$ cat config.mk
export PLATFORM = sky130hd
export DESIGN_NAME = quad_decoder_counter
export DESIGN_NICKNAME = d
export VERILOG_FILES = /design/src/rtl/quad_decoder_counter_pkg.sv /design/src/rtl/quad_decoder_counter_filter.sv /design/src/rtl/quad_decoder_counter.sv
export SDC_FILE = /design/constraint.sdc
export NUM_CORES = 1
export LEC_CHECK = 0
export BUFFER_PORTS_ARGS = -buffer_cell sky130_fd_sc_hd__buf_2
export CAP_MARGIN = 40
export CORE_ASPECT_RATIO = 1.1
export CORE_MARGIN = 2
export CORE_UTILIZATION = 35
export DETAILED_ROUTE_END_ITERATION = 10
export GPL_TIMING_DRIVEN = 0
export PLACE_DENSITY = 0.62
export SLEW_MARGIN = 20
export SYNTH_ARGS = -nofsm -noshare
export SYNTH_HDL_FRONTEND = slang
export SYNTH_SLANG_ARGS = --single-unit
$ cat constraint.sdc
create_clock -name clk -period 5.7 [get_ports clk]
set_clock_uncertainty 0.05 [all_clocks]
set_input_delay 0.57 -clock clk [delete_from_list [all_inputs] [get_ports clk]]
set_output_delay 0.57 -clock clk [all_outputs]
set_load 0.005 [all_outputs]
$ cat src/rtl/quad_decoder_counter_pkg.sv
// Shared types for the quadrature decoder: FSM states and the gray-step move decode.
package quad_decoder_counter_pkg;

  typedef enum logic {
    ST_INIT = 1'b0,
    ST_RUN  = 1'b1
  } state_e;

  typedef enum logic [1:0] {
    MV_NONE    = 2'd0,
    MV_UP      = 2'd1,
    MV_DOWN    = 2'd2,
    MV_ILLEGAL = 2'd3
  } move_e;

  // {A,B} gray step: A leading (00->10->11->01->00) counts up, B leading counts down.
  function automatic move_e decode_move(input logic [1:0] prev, input logic [1:0] cur);
    move_e mv;
    mv = MV_NONE;
    if (prev != cur) begin
      if ((prev ^ cur) == 2'b11) begin
        mv = MV_ILLEGAL;
      end else begin
        case ({prev, cur})
          4'b00_10, 4'b10_11, 4'b11_01, 4'b01_00: mv = MV_UP;
          default:                                mv = MV_DOWN;
        endcase
      end
    end
    return mv;
  endfunction

endpackage

$ cat src/rtl/quad_decoder_counter_filter.sv
// One encoder phase: synchroniser chain followed by a hold-time glitch filter.
// While i_bypass is high the filter tracks the synchronised level directly.
module quad_decoder_counter_filter #(
  parameter int SYNC_STAGES = 2,
  parameter int FILT_LEN    = 3
) (
  input  logic clk,
  input  logic rst,
  input  logic i_async,
  input  logic i_bypass,
  output logic o_level
);

  localparam int CW = (FILT_LEN > 1) ? $clog2(FILT_LEN) : 1;
  localparam logic [CW-1:0] CNT_LAST = CW'(FILT_LEN - 1);

  logic [SYNC_STAGES-1:0] r_sync;
  logic [CW-1:0]          r_cnt;
  logic                   r_level;
  logic                   w_synced;

  assign w_synced = r_sync[SYNC_STAGES-1];
  assign o_level  = r_level;

  always_ff @(posedge clk or negedge rst) begin
    if (!rst) begin
      r_sync <= '0;
    end else begin
      r_sync <= {r_sync[SYNC_STAGES-2:0], i_async};
    end
  end

  // A new level is accepted only on the FILT_LEN-th consecutive cycle it differs.
  always_ff @(posedge clk or negedge rst) begin
    if (!rst) begin
      r_level <= 1'b0;
      r_cnt   <= '0;
    end else if (i_bypass || (w_synced == r_level)) begin
      r_level <= w_synced;
      r_cnt   <= '0;
    end else if (r_cnt == CNT_LAST) begin
      r_level <= w_synced;
      r_cnt   <= '0;
    end else begin
      r_cnt <= r_cnt + 1'b1;
    end
  end

endmodule

$ cat src/rtl/quad_decoder_counter.sv
// Quadrature A/B decoder driving a loadable x4 up/down position counter with
// power-up settling period, sticky illegal-transition flag and step pulse.
module quad_decoder_counter
  import quad_decoder_counter_pkg::*;
#(
  parameter int WIDTH       = 4,
  parameter int SYNC_STAGES = 2,
  parameter int FILT_LEN    = 3
) (
  input  logic             clk,
  input  logic             rst,
  input  logic             qa,
  input  logic             qb,
  input  logic             load,
  input  logic [WIDTH-1:0] din,
  input  logic             clr_err,
  output logic [WIDTH-1:0] cntr,
  output logic             dir,
  output logic             step,
  output logic             err
);

  localparam int INIT_CYCLES = SYNC_STAGES + FILT_LEN;
  localparam int TW          = $clog2(INIT_CYCLES + 1);
  localparam logic [TW-1:0] INIT_LAST = TW'(INIT_CYCLES - 1);

  state_e           r_state;
  state_e           w_state_next;
  logic [TW-1:0]    r_init_cnt;
  logic [1:0]       w_raw;
  logic [1:0]       w_filt;
  logic [1:0]       r_prev;
  logic             w_bypass;
  move_e            w_move;
  logic [WIDTH-1:0] r_cntr;
  logic             r_dir;
  logic             r_step;
  logic             r_err;

  assign w_raw    = {qa, qb};
  assign w_bypass = (r_state == ST_INIT);

  generate
    for (genvar gi = 0; gi < 2; gi++) begin : g_phase
      quad_decoder_counter_filter #(
        .SYNC_STAGES(SYNC_STAGES),
        .FILT_LEN   (FILT_LEN)
      ) u_filter (
        .clk     (clk),
        .rst     (rst),
        .i_async (w_raw[gi]),
        .i_bypass(w_bypass),
        .o_level (w_filt[gi])
      );
    end
  endgenerate

  always_ff @(posedge clk or negedge rst) begin
    if (!rst) begin
      r_state    <= ST_INIT;
      r_init_cnt <= '0;
    end else begin
      r_state <= w_state_next;
      if (r_state == ST_INIT) begin
        r_init_cnt <= r_init_cnt + 1'b1;
      end
    end
  end

  always_comb begin
    w_state_next = r_state;
    if ((r_state == ST_INIT) && (r_init_cnt == INIT_LAST)) begin
      w_state_next = ST_RUN;
    end
  end

  // Counting is suppressed during INIT so the first settled level never registers as a move.
  always_comb begin
    w_move = MV_NONE;
    if (r_state == ST_RUN) begin
      w_move = decode_move(r_prev, w_filt);
    end
  end

  always_ff @(posedge clk or negedge rst) begin
    if (!rst) begin
      r_prev <= 2'b00;
      r_cntr <= '0;
      r_dir  <= 1'b0;
      r_step <= 1'b0;
      r_err  <= 1'b0;
    end else begin
      r_prev <= w_filt;
      r_step <= 1'b0;
      if (load) begin
        r_cntr <= din;
      end else begin
        case (w_move)
          MV_UP: begin
            r_cntr <= r_cntr + 1'b1;
            r_dir  <= 1'b1;
            r_step <= 1'b1;
          end
          MV_DOWN: begin
            r_cntr <= r_cntr - 1'b1;
            r_dir  <= 1'b0;
            r_step <= 1'b1;
          end
          default: ;
        endcase
      end
      if (w_move == MV_ILLEGAL) begin
        r_err <= 1'b1;
      end else if (clr_err) begin
        r_err <= 1'b0;
      end
    end
  end

  assign cntr = r_cntr;
  assign dir  = r_dir;
  assign step = r_step;
  assign err  = r_err;

endmodule
==> metrics.txt <==
syn_nets=112; relative slew slack=0.6572; Comb power frac=0.515; fin util=0.4138; Warnings, synthesis=0; Layout area overhead=12.88%; R2R cell count=7; crit path max fanout=10; number of H-tree levels=1; CTS tree=yes; Yosys reg bits=23; register area=between 500 and 600 sq um; CTS Buf Count=3; Seq pwr share=0.380; worst-margin pin slew=514.2 ps; post-route setup TNS=0 ps; delay-heaviest family, CP=adder cells; largest net degree at the start of global routing=24; ys async rst share=1.000; number of global-route vias before repair=approximately 820; RSZ-0062 raised after global routing=no; worst path cell trace=clkbuf_1, o211a_1, ha_1, ha_1, a21oi_1, a221oi_1, or4b_1; critical path class=reg2reg; Worst-Skew Late Latency=around 310 ps; placed cells=between 100 and 150; HP Class=in2async; grt ovf=0; hold_buf cts=0; status=finished, final reports clean; R2R Path Start=r_state$_DFFE_PN0P_; overall power=roughly 700 uW; post-CTS setup repair buffer count=0; first-pass GRT wire length=about 3300 microns; initial antenna violation count=0; Die Ht=~63 microns; Starting Density=0.3666; die area=about 0.0037 sq mm; slowest cell delay on critical path=500 ps; EDFF count, synth=0; Row Count=21; final std cells w/o fill=between 100 and 150; Mapped Area=~0.0011 sq mm; Max Root-Sink Buffers=2; most common cell after layout, fill and taps aside=dfrtp_1; Port Buffers=15; Hold Slack=around 170 ps; Fmax achieved=approximately 370 MHz; fin crit period=2733 ps; P per Cell Area=approximately 560 mW/mm^2; Multi-input gate area=a little under 500 sq um; Internal Power=427.8 uW; worst reg2reg endpoint=cntr[3]$_DFFE_PN0P_; CP required=a little under 6000 ps; Startpoint Class=flip-flop; WL final=between 1500 and 2000 microns; Pre-antenna DRT Iters=2; DRC errors left=0; maximum VDD drop=roughly 0.23 mV; Critical Path Sink Type=flip-flop; post-synth cell types=27; final instance area=0.001261 sq mm; Final Max Tran Viols=0; setup ws final=approximately 3000 ps; Via Count=~750; Sw Pwr=between 200 and 300 uW; Placed Area=between 0.001 and 0.0015 sq mm; all-layer global routing usage=0.1165; Post-Syn Area per Cell=11.89 sq um; antenna viol nets, final=0; Worst-path clk slew=between 100 and 150 ps; final setup fails=0; R2R setup slack=2970 ps; Setup WS pre-CTS=roughly 3000 ps; sequential cell area fraction in the yosys report=0.5151; core area=slightly above 0.003 sq mm; layout cell share with drive strength beyond 1=0.2301; Die X=57.87 microns; Main synth FF type=dfrtp_1; Final Cycle Share=0.4794; Switching Share=0.3890; Avg WL per Cell=12.27 microns; commonest non-fill, non-tap cells in the layout=23 x dfrtp_1, 15 x buf_2, 9 x inv_1; cell count after synthesis=94; Buf/Inv on CP=1; DPL Wire Length=1334 microns; io pins=17; Antenna Cells=0; GPL Wtd Cong=roughly 0.66; fin nets=approximately 130; critical path's most frequent cell=ha_1; # clock sinks=23; clock share of power=0.105; initial DRC count=7; Leak Pwr=~0.59 nW; Via density=5.109; clock root cell=clkbuf_4; Worst Path Arrival=~2900 ps; max_cap viols=0; post_cts resized=0; Fill cells=300; slowest CP cell=or4b_1; Final Hold Viols=0
-- cells in the mapped netlist, types with 3 or more instances --
cell type / n / area [sq um]
o211ai_1: 4 / 30.03
ha_1: 7 / 87.58
o21ai_0: 4 / 20.02
xnor2_1: 5 / 43.79
nand2_1: 3 / 11.26
nand2b_1: 5 / 31.28
a21oi_1: 4 / 20.02
inv_1: 9 / 33.78
mux2_2: 6 / 67.56
dfrtp_1: 23 / 575.6
-- logic make-up (layout without fill, tap and decap cells) --
group | Yosys count | count (layout) | share of synthesized area
flip-flops | 23 | 23 | 0.5151
AND/OR/NAND/NOR | 23 | 23 | 0.1355
AO/OA/AOI/OAI | 17 | 17 | 0.1019
buffers and inverters | 11 | 30 | 0.04367
adder cells (fa/ha/maj) | 8 | 8 | 0.09630
XOR/XNOR | 6 | 6 | 0.04703
multiplexers | 6 | 6 | 0.06047
-- power by group through the flow --
stage | registers, mW | clock network (mW) | logic (mW)
4_1_cts | 0.267 | 0.0787 | 0.367
3_5_place_dp | 0.270 | 0 | 0.363
2_1_floorplan | 0.263 | 0 | 0.278
3_3_place_gp | 0.265 | 0 | 0.348
5_1_grt | 0.275 | 0.0852 | 0.419
6_report | 0.266 | 0.0732 | 0.361
-- worst max path at each step --
stage / from / end / slack, ps / depth (start not counted)
after global routing: r_state$_DFFE_PN0P_ / cntr[3]$_DFFE_PN0P_ / 2760 / 7
after global placement: r_state$_DFFE_PN0P_ / cntr[3]$_DFFE_PN0P_ / 3040 / 7
final: r_state$_DFFE_PN0P_ / cntr[3]$_DFFE_PN0P_ / 2970 / 7
after floorplan: g_phase[1].u_filter.o_level$_DFFE_PN0P_ / cntr[3]$_DFFE_PN0P_ / 3320 / 8
after CTS: r_state$_DFFE_PN0P_ / cntr[3]$_DFFE_PN0P_ / 2940 / 7
after detailed placement: r_state$_DFFE_PN0P_ / cntr[3]$_DFFE_PN0P_ / 2960 / 7
-- metal layers --
layer | track usage | part of all wire | wire (microns)
met5 | 0 | 0 | 0
met4 | 0.05233 | 0.020 | 36
met3 | 0.02464 | 0.029 | 53
met2 | 0.2074 | 0.53 | 958
met1 | 0.1299 | 0.42 | 756
-- area by class of cell --
cell class | count | area share
flip-flops and latches | 23 | 0.4563
multi-input cells | 60 | 0.3909
repair buffers | 15 | 0.05952
well taps | 34 | 0.03373
inverters | 9 | 0.02679
clock buffers | 4 | 0.02083
plain buffers | 2 | 0.01190
-- sequential cells by signal, indices dropped and copies added (netlist names), 2 cells and up --
register                  flops
g_phase.u_filter.r_cnt        4
g_phase.u_filter.o_level      2
r_init_cnt                    3
r_prev                        2
g_phase.u_filter.r_sync       4
cntr                          4
Power figures use the tool's default switching activity.
